File: src/rtl/de3cd_daq_pkg.sv
// Purpose : shared types and constants for the DE3CD DAQ front end.
// Latency : n/a (declarations only).
// Backpressure: n/a.
package de3cd_daq_pkg;

    localparam int ADS8556_DW     = 16;
    localparam int ADS8556_MAX_CH = 6;

    // Reader FSM states, in the order a normal pixel walks through them.
    typedef enum logic [2:0] {
        IDLE,
        ARMED,
        CONV,
        WBH,
        WBL,
        RDL,
        RDH,
        PIXEND
    } rd_state_e;

endpackage

File: src/rtl/de3cd_bit_sync.sv
// Purpose : 2-FF synchronizer for a single asynchronous level, reset value 0.
// Latency : 2 clk cycles from d to q.
// Backpressure: none; the level is always sampled.
// Ports   : clk, rst_n (sync, active-low), d (async in), q (synchronized out).
module de3cd_bit_sync (
    input  logic clk,
    input  logic rst_n,
    input  logic d,
    output logic q
);

    logic meta_q, meta_d;
    logic sync_q, sync_d;

    always_comb begin
        meta_d = d;
        sync_d = meta_q;
    end

    always_ff @(posedge clk) begin
        if (!rst_n) begin
            meta_q <= 1'b0;
            sync_q <= 1'b0;
        end else begin
            meta_q <= meta_d;
            sync_q <= sync_d;
        end
    end

    assign q = sync_q;

endmodule

File: src/rtl/de3cd_ads8556_reader.sv
// Purpose : frame-gated ADS8556 convert/readout; one conversion per pixel tick, NCH words per pixel.
// Latency : CONVST rises 1 cycle after an accepted tick; each word leaves 1 cycle after its RD strobe ends.
// Backpressure: none; output is valid-only, ticks arriving while busy are dropped and flag overrun.
// Ports   : clk/rst_n (sync, active-low); ads8556_syncn frame gate; pix_tick strobe;
//           adc_busy/adc_db from the ADC; adc_convst/adc_csn/adc_rdn to the ADC;
//           m_data/m_chan/m_valid/m_last sample stream; frame_done pulse; overrun/busy_err sticky flags.
module de3cd_ads8556_reader
    import de3cd_daq_pkg::*;
#(
    parameter int NCH      = 2,
    parameter int PIX_NUM  = 3694,
    parameter int CONVST_W = 4,
    parameter int RD_W     = 3,
    parameter int RD_H     = 2,
    parameter int BUSY_TO  = 255
) (
    input  logic                  clk,
    input  logic                  rst_n,
    input  logic                  ads8556_syncn,
    input  logic                  pix_tick,
    input  logic                  adc_busy,
    input  logic [ADS8556_DW-1:0] adc_db,
    output logic                  adc_convst,
    output logic                  adc_csn,
    output logic                  adc_rdn,
    output logic [ADS8556_DW-1:0] m_data,
    output logic [2:0]            m_chan,
    output logic                  m_valid,
    output logic                  m_last,
    output logic                  frame_done,
    output logic                  overrun,
    output logic                  busy_err
);

    localparam int WD_W = $clog2(BUSY_TO + 2);

    localparam logic [7:0]      CONVST_LAST = 8'(CONVST_W - 1);
    localparam logic [7:0]      RDW_LAST    = 8'(RD_W - 1);
    localparam logic [7:0]      RDH_LAST    = 8'(RD_H - 1);
    localparam logic [2:0]      CH_LAST     = 3'(NCH - 1);
    localparam logic [11:0]     PIX_END     = 12'(PIX_NUM);
    localparam logic [11:0]     PIX_LAST    = 12'(PIX_NUM - 1);
    localparam logic [WD_W-1:0] WD_LIM      = WD_W'(BUSY_TO);

    logic busy_s;

    rd_state_e state_q, state_d;
    logic [7:0]            cnt_q, cnt_d;       // phase width counter (CONV/RDL/RDH)
    logic [WD_W-1:0]       wd_q, wd_d;         // BUSY watchdog, shared by WBH and WBL
    logic                  wd_hit_q, wd_hit_d;
    logic [2:0]            ch_q, ch_d;
    logic [11:0]           pix_q, pix_d;
    logic                  sync_prev_q, sync_prev_d;
    logic                  convst_q, convst_d;
    logic                  csn_q, csn_d;
    logic                  rdn_q, rdn_d;
    logic [ADS8556_DW-1:0] data_q, data_d;
    logic [2:0]            chan_q, chan_d;
    logic                  valid_q, valid_d;
    logic                  last_q, last_d;
    logic                  fdone_q, fdone_d;
    logic                  overrun_q, overrun_d;
    logic                  berr_q, berr_d;
    logic                  in_wait;

    de3cd_bit_sync u_busy_sync (
        .clk   (clk),
        .rst_n (rst_n),
        .d     (adc_busy),
        .q     (busy_s)
    );

    always_comb begin
        state_d     = state_q;
        cnt_d       = cnt_q;
        ch_d        = ch_q;
        pix_d       = pix_q;
        sync_prev_d = ads8556_syncn;
        data_d      = data_q;
        chan_d      = chan_q;
        valid_d     = 1'b0;
        last_d      = 1'b0;
        fdone_d     = 1'b0;
        overrun_d   = overrun_q;
        berr_d      = berr_q;

        in_wait  = (state_q == WBH) || (state_q == WBL);
        // Saturating watchdog; the limit compare is registered so the
        // wide comparator stays out of the next-state path.
        wd_d     = '0;
        if (in_wait) begin
            wd_d = (wd_q == WD_LIM) ? wd_q : wd_q + WD_W'(1);
        end
        wd_hit_d = in_wait && (wd_q == WD_LIM);

        // Ticks are only meaningful while waiting; anywhere else they are dropped.
        if (pix_tick && (state_q != IDLE) && (state_q != ARMED)) begin
            overrun_d = 1'b1;
        end

        case (state_q)
            IDLE: begin
                // Arming wins over a coincident tick: the tick is simply ignored here.
                if (sync_prev_q && !ads8556_syncn) begin
                    state_d   = ARMED;
                    overrun_d = 1'b0;
                    berr_d    = 1'b0;
                    pix_d     = '0;
                end
            end
            ARMED: begin
                if (ads8556_syncn) begin
                    state_d = IDLE;
                end else if (pix_tick) begin
                    state_d = CONV;
                    cnt_d   = '0;
                end
            end
            CONV: begin
                if (cnt_q == CONVST_LAST) begin
                    state_d = WBH;
                    cnt_d   = '0;
                end else begin
                    cnt_d = cnt_q + 8'd1;
                end
            end
            WBH: begin
                if (wd_hit_q) begin
                    state_d = IDLE;
                    berr_d  = 1'b1;
                end else if (busy_s) begin
                    state_d = WBL;
                end
            end
            WBL: begin
                if (wd_hit_q) begin
                    state_d = IDLE;
                    berr_d  = 1'b1;
                end else if (!busy_s) begin
                    state_d = RDL;
                    ch_d    = '0;
                    cnt_d   = '0;
                end
            end
            RDL: begin
                if (cnt_q == RDW_LAST) begin
                    data_d  = adc_db;
                    chan_d  = ch_q;
                    valid_d = 1'b1;
                    last_d  = (ch_q == CH_LAST) && (pix_q == PIX_LAST);
                    state_d = RDH;
                    cnt_d   = '0;
                end else begin
                    cnt_d = cnt_q + 8'd1;
                end
            end
            RDH: begin
                if (cnt_q == RDH_LAST) begin
                    cnt_d = '0;
                    if (ch_q != CH_LAST) begin
                        ch_d    = ch_q + 3'd1;
                        state_d = RDL;
                    end else begin
                        pix_d   = (pix_q == PIX_END) ? pix_q : pix_q + 12'd1;
                        // Raised on entry to PIXEND so it appears right after the last RDH cycle.
                        fdone_d = (pix_q == PIX_LAST);
                        state_d = PIXEND;
                    end
                end else begin
                    cnt_d = cnt_q + 8'd1;
                end
            end
            PIXEND: begin
                if (pix_q == PIX_END) begin
                    state_d = IDLE;
                end else if (ads8556_syncn) begin
                    state_d = IDLE;
                end else begin
                    state_d = ARMED;
                end
            end
            default: state_d = IDLE;
        endcase

        // Bus strobes are registered from the next state so they are glitch-free.
        convst_d = (state_d == CONV);
        csn_d    = !((state_d == RDL) || (state_d == RDH));
        rdn_d    = !(state_d == RDL);
    end

    always_ff @(posedge clk) begin
        if (!rst_n) begin
            state_q     <= IDLE;
            cnt_q       <= '0;
            wd_q        <= '0;
            wd_hit_q    <= 1'b0;
            ch_q        <= '0;
            pix_q       <= '0;
            sync_prev_q <= 1'b0;    // a gate already low at reset must not arm
            convst_q    <= 1'b0;
            csn_q       <= 1'b1;
            rdn_q       <= 1'b1;
            data_q      <= '0;
            chan_q      <= '0;
            valid_q     <= 1'b0;
            last_q      <= 1'b0;
            fdone_q     <= 1'b0;
            overrun_q   <= 1'b0;
            berr_q      <= 1'b0;
        end else begin
            state_q     <= state_d;
            cnt_q       <= cnt_d;
            wd_q        <= wd_d;
            wd_hit_q    <= wd_hit_d;
            ch_q        <= ch_d;
            pix_q       <= pix_d;
            sync_prev_q <= sync_prev_d;
            convst_q    <= convst_d;
            csn_q       <= csn_d;
            rdn_q       <= rdn_d;
            data_q      <= data_d;
            chan_q      <= chan_d;
            valid_q     <= valid_d;
            last_q      <= last_d;
            fdone_q     <= fdone_d;
            overrun_q   <= overrun_d;
            berr_q      <= berr_d;
        end
    end

    assign adc_convst = convst_q;
    assign adc_csn    = csn_q;
    assign adc_rdn    = rdn_q;
    assign m_data     = data_q;
    assign m_chan     = chan_q;
    assign m_valid    = valid_q;
    assign m_last     = last_q;
    assign frame_done = fdone_q;
    assign overrun    = overrun_q;
    assign busy_err   = berr_q;

endmodule

File: config.mk
export PLATFORM = sky130hd
export DESIGN_NAME = de3cd_ads8556_reader
export DESIGN_NICKNAME = d
export VERILOG_FILES = /design/src/rtl/de3cd_daq_pkg.sv /design/src/rtl/de3cd_bit_sync.sv /design/src/rtl/de3cd_ads8556_reader.sv
export SDC_FILE = /design/constraint.sdc
export NUM_CORES = 1
export LEC_CHECK = 0
export ABC_AREA = 0
export BUFFER_PORTS_ARGS = -buffer_cell sky130_fd_sc_hd__buf_2
export CAP_MARGIN = 20
export CORE_ASPECT_RATIO = 1.4
export CORE_MARGIN = 3
export CORE_UTILIZATION = 61
export DETAILED_ROUTE_END_ITERATION = 8
export GPL_ROUTABILITY_DRIVEN = 0
export PLACE_DENSITY_LB_ADDON = 0.08
export SLEW_MARGIN = 5
export SYNTH_ARGS = -nofsm -noshare
export SYNTH_HDL_FRONTEND = slang
export SYNTH_SLANG_ARGS = --single-unit
export TNS_END_PERCENT = 1
File: constraint.sdc
create_clock -name clk -period 4.85 [get_ports clk]
set_input_delay 0.2425 -clock clk [delete_from_list [all_inputs] [get_ports clk]]
set_output_delay 0.2425 -clock clk [all_outputs]
set_load 0.03 [all_outputs]
# Word-level counts from Yosys, hierarchy flattened
# Index checks and enable logic that the tools add are counted.
classes:
  reduce_logical: 26
  bitwise: 3
  addsub: 4
  eq_ne: 29
  muxes: 39
ops:
  columns: ["op", "count"]
  rows:
  - ["8-bit two-way mux", 7]
  - ["12-bit two-way mux", 4]
  - ["3-bit two-way mux", 14]
  - ["8-bit case mux with 5 select lines", 1]
  - ["12-bit == test (second input constant)", 2]
  - ["12-bit case mux with 2 select lines", 1]
  - ["3-bit case mux with 8 select lines", 1]
  - ["3-bit == test (second input constant)", 6]
  - ["2-bit inequality test (second input constant)", 9]
  - ["8-bit by 2-bit == test with 1-bit output (second input constant)", 2]
  - ["5-bit AND reduction", 3]
  - ["12-bit by 1-bit adder with 12-bit output (second input constant)", 1]
  - ["9-bit by 1-bit adder with 9-bit output (second input constant)", 1]
  - ["3-bit by 2-bit == test with 1-bit output (second input constant)", 3]
  - ["9-bit by 8-bit == test with 1-bit output (second input constant)", 1]
  - ["8-bit by 1-bit adder with 8-bit output (second input constant)", 1]
  - ["8-bit by 1-bit == test with 1-bit output (second input constant)", 1]
  - ["1-bit two-way mux", 8]
  - ["3-bit by 1-bit == test with 1-bit output (second input constant)", 2]
  - ["3-bit by 1-bit inequality test with 1-bit output (second input constant)", 2]
  - ["3-bit case mux with 2 select lines", 1]
  - ["2-bit AND reduction", 3]
  - ["3-bit AND reduction", 2]
  - ["2-bit nonzero test", 3]
  - ["other kinds (13)", 22]
word_totals:
  ff_bits: 66
  word_cells: 120
  out_inout_bits: 27
  inputBits: 21

# Logic depth before layout (Yosys ltp)
# Gate-level depths: netlist (run 1).
logic_depth:
  ltp_word: 7
  mapped_depth: 9
  depth_no_buf: 8

# Cells and area by module
# Synthesis (run 1) repeated with hierarchy kept, for this count alone.
unflattened:
  hier_cells: 352
  hier_area_um2: 3101.7
modules_own_cells:
  columns: ["module", "n_inst", "cells_each", "seq_area_each_um2", "area_per_inst_um2"]
  rows:
  - ["de3cd_ads8556_reader", 1, 348, 1281.2, 3049.2]
  - ["de3cd_bit_sync", 1, 4, 40.0, 52.6]

# Worst setup path after synthesis (run 1)
# No wires, ideal clock.
synth_path:
  path_kind: "reg-to-reg"
  start: "reg cnt_q[5]"
  end: "reg data_q[10] (netlist: m_data[10])"
  n_path_buf: 2
  arrival_time_ps: 1804
  required_time_ps: 4718
  path_stages_with_launch: 7
  setup_ps: 132
  synth_period_minus_slack_ps: 1936
  setup_slack_ps: 2914
  cell_sequence: "dfxtp_1 or4_4 or3_2 buf_2 buf_2 nand2_1 a21oi_1"
synth_between:
  elab_chain_len: 2
synth_lines:
  columns: ["item", "line", "text"]
  rows:
  - ["start, declared", "de3cd_ads8556_reader.sv:48", "logic [7:0] cnt_q, cnt_d;"]
  - ["start signal, assigned", "de3cd_ads8556_reader.sv:212", "cnt_q <= cnt_d;"]
  - ["8-bit by 2-bit == test with 1-bit output", "de3cd_ads8556_reader.sv:146", "if (cnt_q == RDW_LAST) begin"]
  - ["2-bit AND reduction (no line)", null, null]
  - ["end signal, assigned", "de3cd_ads8556_reader.sv:221", "data_q <= data_d;"]
  - ["end, declared", "de3cd_ads8556_reader.sv:57", "logic [ADS8556_DW-1:0] data_q, data_d;"]
# Every way passes these cells.
# A chain may end at the register's enable or synchronous reset.

# Final worst setup path (run 1)
layout_path:
  start: "reg cnt_q[0]"
  end: "reg pix_q[7]"
layout_between:
  elab_chain_len: 3
layout_lines:
  columns: ["item", "line", "text"]
  rows:
  - ["8-bit by 1-bit == test with 1-bit output", "de3cd_ads8556_reader.sv:158", "if (cnt_q == RDH_LAST) begin"]
  - ["2-bit inequality test (no line)", null, null]
  - ["5-bit AND reduction (no line)", null, null]
  - ["end signal, assigned", "de3cd_ads8556_reader.sv:216", "pix_q <= pix_d;"]
  - ["end, declared", "de3cd_ads8556_reader.sv:52", "logic [11:0] pix_q, pix_d;"]
# Every way passes these cells.

==> impl_metrics.yaml, run 1 <==
clocking:
  cts_tree: "done"
  cts-resized-gates: 0
  cts_hold_buf: 0
  cts_max_level: 3
  numCtsBuffers: 9
  post_cts_buffers: 0
  clock_latency_ns: 0.34
  clock_path_buffers: 2
  clk_pin_slew_worst_paths_ns: 0.07
  clock-root-buffer: "clkbuf_8"
  cts_sinks: 66
detailed_routing:
  avgRoutedWirePerCell_um: 13.7
  firstDrtPassIters: 5
  drt-initial-drc-count: 106
  antenna_left: 0
  routed-via-count: 2710
  routed_wl_um: 6610
  drc: 0
  via_per_inst: 5.61
critical_path:
  worstPathCellList: "ha_1 > nor3b_1 > a21oi_1 > a211o_1 > or3_1 > a21oi_1"
  worstSetupPathType: "register to register"
  rrSetupSlack_ns: 2.48
  cp_slowest_cell: "a211o_1"
  endpoint_kind: "register"
  cp_data_arrival_time_ns: 2.64
  worst_setup_path_start_kind: "register"
  cpPeakStageDelay_ns: 0.46
  crit_required_ns: 5.12
  r2r_start: "cnt_q[0]"
  crit_top_cell: "a21oi_1"
  reg2reg_depth: 6
  worstSetupStartpoint: "cnt_q[0]"
  r2r_end: "pix_q[7]"
  critPathMaxFanout: 22
floorplan:
  die_width_um: 66.3
  die_area_sq_mm: 0.00600
  rows: 30
  start_util_pct: 63.7
  boundaryPins: 48
  design.core.area_sq_mm: 0.00488
  die_height_um: 90.4
power_and_ir_drop:
  irDropWorstVdd_v: 0.000218
  power_density_mw_per_mm2: 294
  leakage_nw: 1.35
  total_power_w: 0.00104
logic_synthesis:
  yosysUniqueCellTypes: 57
  synthCells: 374
  ys_seq_elements: 66
  async_flop_share_pct: 0
  synth_warnings: 0
  syn_area_sq_mm: 0.00311
  synth.net_count: 405
  synth_edf_count: 0
  ys_seq_area_share_pct: 42.5
  syn_avg_cell_area_sq_um: 8.31
  synth_flop_cell: "dfxtp_1"
final_layout:
  utilization_pct: 72.5
  n_antenna_cell: 0
  postLayoutCellArea_sq_mm: 0.00354
  syn_to_final_growth_pct: 13.8
  nNetsFinal: 445
  layout-drive-gt1-share_pct: 18.9
placed_design:
  post_dp_cell_area_sq_mm: 0.00333
  dp_hpwl_um: 4570
  io_buffer_count: 47
global_routing:
  track_usage_pct: 22.9
  grt_pass1_vias: 2514
  antenna_found_initial: 0
  grt_max_degree: 29
  grt_overflow: 0
  grt_first_pass_wirelength_um: 11000
timing:
  final.period_utilization_pct: 48.8
  fin_skew_ns: 0.0131
  fin_crit_ns: 2.37
  rsz0062_at_grt: "no"
  setup_tns_ns: 0
  finalSetupViolCount: 0
  worstMarginPinSlew_ns: 0.778
  slew_headroom_pct: 47.8
  fmax_ghz: 0.422
  drv_slew: 0
  hold_violations: 0
min_path:
  min_from: "adc_busy"
  whs_endpoint: "u_busy_sync.meta_q"
  holdPathStages: 2
  hold_path_class: "input pin to register"
outcome:
  status: "finished clean"
job:
  maxCapViolations: 0
[cell usage in the layout (no fill, tap or decap), drive strengths merged, types with 2 or more instances in the layout]
cell,instances
dfxtp,66
nand3,9
nor3,7
o21ai,17
nor3b,2
a211oi,4
a2bb2oi,2
a21oi,38
xnor2,6
clkinv,5
o211a,2
nor4,4
nand2,56
nand2b,4
a22oi,2
nand4,10
or4,2
and3,8
nor4b,2
ha,10
nor2b,4
mux2i,4
a2111oi,4
xor2,6
clkbuf,10
nand3b,2
a31oi,3
or3,14
and2,4
nor2,30
buf,48
and2b,2
inv,18
[worst max-delay path by stage]
stage / cells past startpoint / slack (ns) / endpoint
after detailed placement: 6 / 2.55 / pix_q[4]
final: 6 / 2.48 / pix_q[7]
after CTS: 6 / 2.51 / pix_q[7]
after floorplan: 6 / 2.91 / m_data[10]
after global placement: 5 / 2.28 / adc_csn
after global routing: 6 / 2.35 / pix_q[11]
[flip-flops by register name (all words and copies together), names as in the netlist, 3 cells and up]
register  flops
pix_q        12
m_data       16
state_q       3
wd_q          9
cnt_q         8
ch_q          3
m_chan        3
[metal layers]
metal	up-vias	share of wire (%)	GRT usage [%]
met5	-	0	0
met1	1254	44	27.1
met3	9	4.8	5.23
met2	66	50	39.4
li1	1381	-	-
met4	0	1.1	8.14
[where the power goes]
part | switching [W] | leakage [nW] | internal (W)
registers | 0.00000328 | 0.532 | 0.000543
logic | 0.0000197 | 0.709 | 0.0000121
clock network | 0.000210 | 0.106 | 0.000252
[critical path, delay by kind of cell (launching register included)]
kind / cells / cell delay (ns)
AND/OR/NAND/NOR: 2 / 0.85
AO/OA/AOI/OAI: 3 / 0.74
flip-flops: 1 / 0.45
adder cells (fa/ha/maj): 1 / 0.25
[area by class of cell]
type                    count  area (sq um)
fillers                   414          1340
clock inverters             6          66.3
repair buffers             48           243
multi-input cells         271          1620
well taps                  64          80.1
inverters                  18          67.6
clock buffers              10           138
flip-flops and latches     66          1320
[synth_stat cells, types with 6 or more instances]
library cell  count  area share (%)
a21oi_1          38             6.1
and3_1            8             1.6
buf_2             7             1.1
clkbuf_1          7            0.85
dfxtp_1          66              43
ha_1             10             4.0
inv_1            16             1.9
nand2_1          56             6.8
nand3_1           9             1.4
nand4_1          10             2.0
nor2_1           30             3.6
nor3_1            7             1.1
o21ai_0          15             2.4
or3_1            12             2.4
xnor2_1           6             1.7
xor2_1            6             1.7
[cells by family after synthesis]
| kind of cell | synth area share (%) |
|---|---|
| compound gates | 16.2 |
| xor+xnor | 3.38 |
| fa+ha+maj | 4.03 |
| buf+inv | 5.48 |
| flops | 42.5 |
| mux | 1.65 |
| simple gates | 26.7 |
[metrics by stage]
stage	instances	hold slack (ns)	setup WS (ns)
global route	483	0.103	2.35
CTS	483	0.0925	2.51
finish	483	0.108	2.48
detailed placement	467	0.424	2.55
floorplan	374	0.364	2.91
global placement	466	0.418	2.28
Note: power is estimated with default switching activity, not from simulation.
==> run 2: changes to the inputs <==
--- a/config.mk
+++ b/config.mk
@@ -10,7 +10,7 @@
 export CAP_MARGIN = 20
 export CORE_ASPECT_RATIO = 1.4
 export CORE_MARGIN = 3
-export CORE_UTILIZATION = 61
+export CORE_UTILIZATION = 56
 export DETAILED_ROUTE_END_ITERATION = 8
 export GPL_ROUTABILITY_DRIVEN = 0
 export PLACE_DENSITY_LB_ADDON = 0.08
==> constraint.sdc (replaced) <==
create_clock -name clk -period 2.3 [get_ports clk]
set_input_delay 0.115 -clock clk [delete_from_list [all_inputs] [get_ports clk]]
set_output_delay 0.115 -clock clk [all_outputs]
set_load 0.03 [all_outputs]
==> run 2 against run 1 <==
Combinational power rose to 2.7 times the previous value; clock power rose by 130%; routed wire length is 0.62% lower; power rose by 120%; final area increased by 4.3%; via count grew 0.30%; core utilization is 2.6 points lower; register-to-register slack got worse by 2.3 ns.
==> impl_metrics.yaml, run 2 (synthesized netlist as in run 1, its figures left out) <==
critical_path:
  crit_top_cell: "a21oi_1"
  crit_required_ns: 2.57
  crit_family: "simple AND/OR/NAND/NOR gates"
  worst_setup_path_start_kind: "register"
  cp_slowest_cell: "dfxtp_1"
  critPathBufInv: 0
  worstSetupPathType: "register to register"
  cp_data_arrival_time_ns: 2.39
  rrSetupSlack_ns: 0.18
  critPathMaxFanout: 22
  cpPeakStageDelay_ns: 0.41
  endpoint_kind: "register"
  worstPathCellList: "ha_1 > nor3b_1 > a21oi_1 > a211o_2 > or3_1 > a21oi_1"
power_and_ir_drop:
  p_int_w: 0.00182
  leakage_nw: 1.42
  swShare_pct: 20.8
  seqPwrFrac_pct: 50.0
  irDropWorstVdd_v: 0.000456
  p_switching_w: 0.000476
  power_frac_comb_pct: 3.7
  p_clk_share_pct: 46.3
  power_density_mw_per_mm2: 623
detailed_routing:
  firstDrtPassIters: 4
  drc: 0
  routed-via-count: 2718
  avgRoutedWirePerCell_um: 13.1
  drt-initial-drc-count: 126
  antenna_left: 0
  via_per_inst: 5.44
  routed_wl_um: 6570
placed_design:
  place_inst: 476
  dp_hpwl_um: 4690
  post_dp_cell_area_sq_mm: 0.00339
  io_buffer_count: 47
clocking:
  cts_max_level: 3
  clk_pin_slew_worst_paths_ns: 0.07
  post_cts_buffers: 0
  clock_latency_ns: 0.35
  clock_path_buffers: 2
  clock-root-buffer: "clkbuf_8"
  cts_tree: "done"
  numCtsBuffers: 9
  cts_sinks: 66
timing:
  finalSetupViolCount: 0
  worstMarginPinSlew_ns: 0.523
  setup_tns_ns: 0
  fin_crit_ns: 2.12
  drv_slew: 0
  final.period_utilization_pct: 92.2
  hold_violations: 0
  fmax_ghz: 0.472
  fin_skew_ns: 0.00736
  rsz0062_at_grt: "no"
  slew_headroom_pct: 64.2
min_path:
  hold_path_class: "input pin to register"
final_layout:
  utilization_pct: 69.9
  n_antenna_cell: 0
  syn_to_final_growth_pct: 18.7
  layout_commonest_cell: "dfxtp_1"
  largest_reg_flops: 16
  final_cell_mix: "dfxtp_1, nand2_1, buf_2"
  layout-drive-gt1-share_pct: 19.8
  postLayoutCellArea_sq_mm: 0.00369
  nNetsFinal: 460
  final_cells: 500
global_routing:
  grt_overflow: 0
  grt_max_degree: 29
  busiest_layer: "met2"
  antenna_found_initial: 0
  grtUsageMet1_pct: 25.5
  track_usage_pct: 22.0
  met3_usage_pct: 6.47
  use_met2_pct: 37.8
  grt_pass1_vias: 2496
  grt_first_pass_wirelength_um: 10900
outcome:
  status: "finished clean"
job:
  maxCapViolations: 0
floorplan:
  rows: 31
  design.core.area_sq_mm: 0.00528
  die_width_um: 69.0
  start_util_pct: 58.9
  die_height_um: 94.1
  die_area_sq_mm: 0.00649
  boundaryPins: 48
## run 2: changes by cell type in the layout (fill, tap and decap cells not counted)
cell and delta:
a211o_1 -1, a211o_2 +1, buf_4 +7, bufinv_16 +1, clkbuf_1 +1, clkinv_4 -3, clkinvlp_4 +1, dlygate4sd3_1 +8
## run 2: power groups by stage
| stage | Sequential (W) | Combinational, W | Clock [W] |
|---|---|---|---|
| 6_report | 0.00115 | 0.0000850 | 0.00106 |
| 4_1_cts | 0.00115 | 0.0000850 | 0.00109 |
| 2_1_floorplan | 0.00117 | 0.0000434 | 0 |
| 3_3_place_gp | 0.00117 | 0.0000745 | 0 |
| 5_1_grt | 0.00115 | 0.0000941 | 0.00114 |
| 3_5_place_dp | 0.00117 | 0.0000740 | 0 |
## run 2: worst register-to-register path, stage by stage (launching register included)
cell     delay (ns)
dfxtp_1        0.41
ha_1           0.24
nor3b_1        0.32
a21oi_1        0.13
a211o_2        0.41
or3_1          0.39
a21oi_1        0.14
## run 2: worst paths after layout
| path | from | endpoint | depth (start not counted) |
|---|---|---|---|
| setup / recovery | cnt_q[0] | pix_q[9] | 6 |
| hold reg to reg | m_data[1] | m_data[1] | 2 |
| setup reg to reg | cnt_q[0] | pix_q[9] | 6 |
| hold / removal | adc_db[1] | m_data[1] | 3 |
## run 2: area by class of cell
class / instances / area (sq um)
multi-input combinational: 271 / 1620
fill: 467 / 1590
sequential: 66 / 1320
timing repair buffer: 63 / 375
clock buffer: 11 / 141
tap: 66 / 82.6
clock inverter: 5 / 77.6
inverter: 18 / 67.6
## run 2: metrics by stage
stage               setup slack, ns  hold WS (ns)  total power [W]
floorplan                     0.364         0.237          0.00122
global placement              0.206         0.324          0.00125
detailed placement            0.102         0.336          0.00125
CTS                          0.0969       0.00117          0.00232
global route                0.00446       0.00697          0.00238
finish                        0.180        0.0138          0.00230
## run 2: routing by layer
metal	vias to the layer above	routed length (um)
li1	1411	-
met1	1247	2790
met2	52	3380
met3	8	294
met4	0	101
met5	-	0
## run 2: timing repair
item	4_1_cts	5_1_grt
hold buffers	8	0
setup endpoints to repair	0	12
endpoints found under the hold margin	8	0
gates resized for setup	0	1
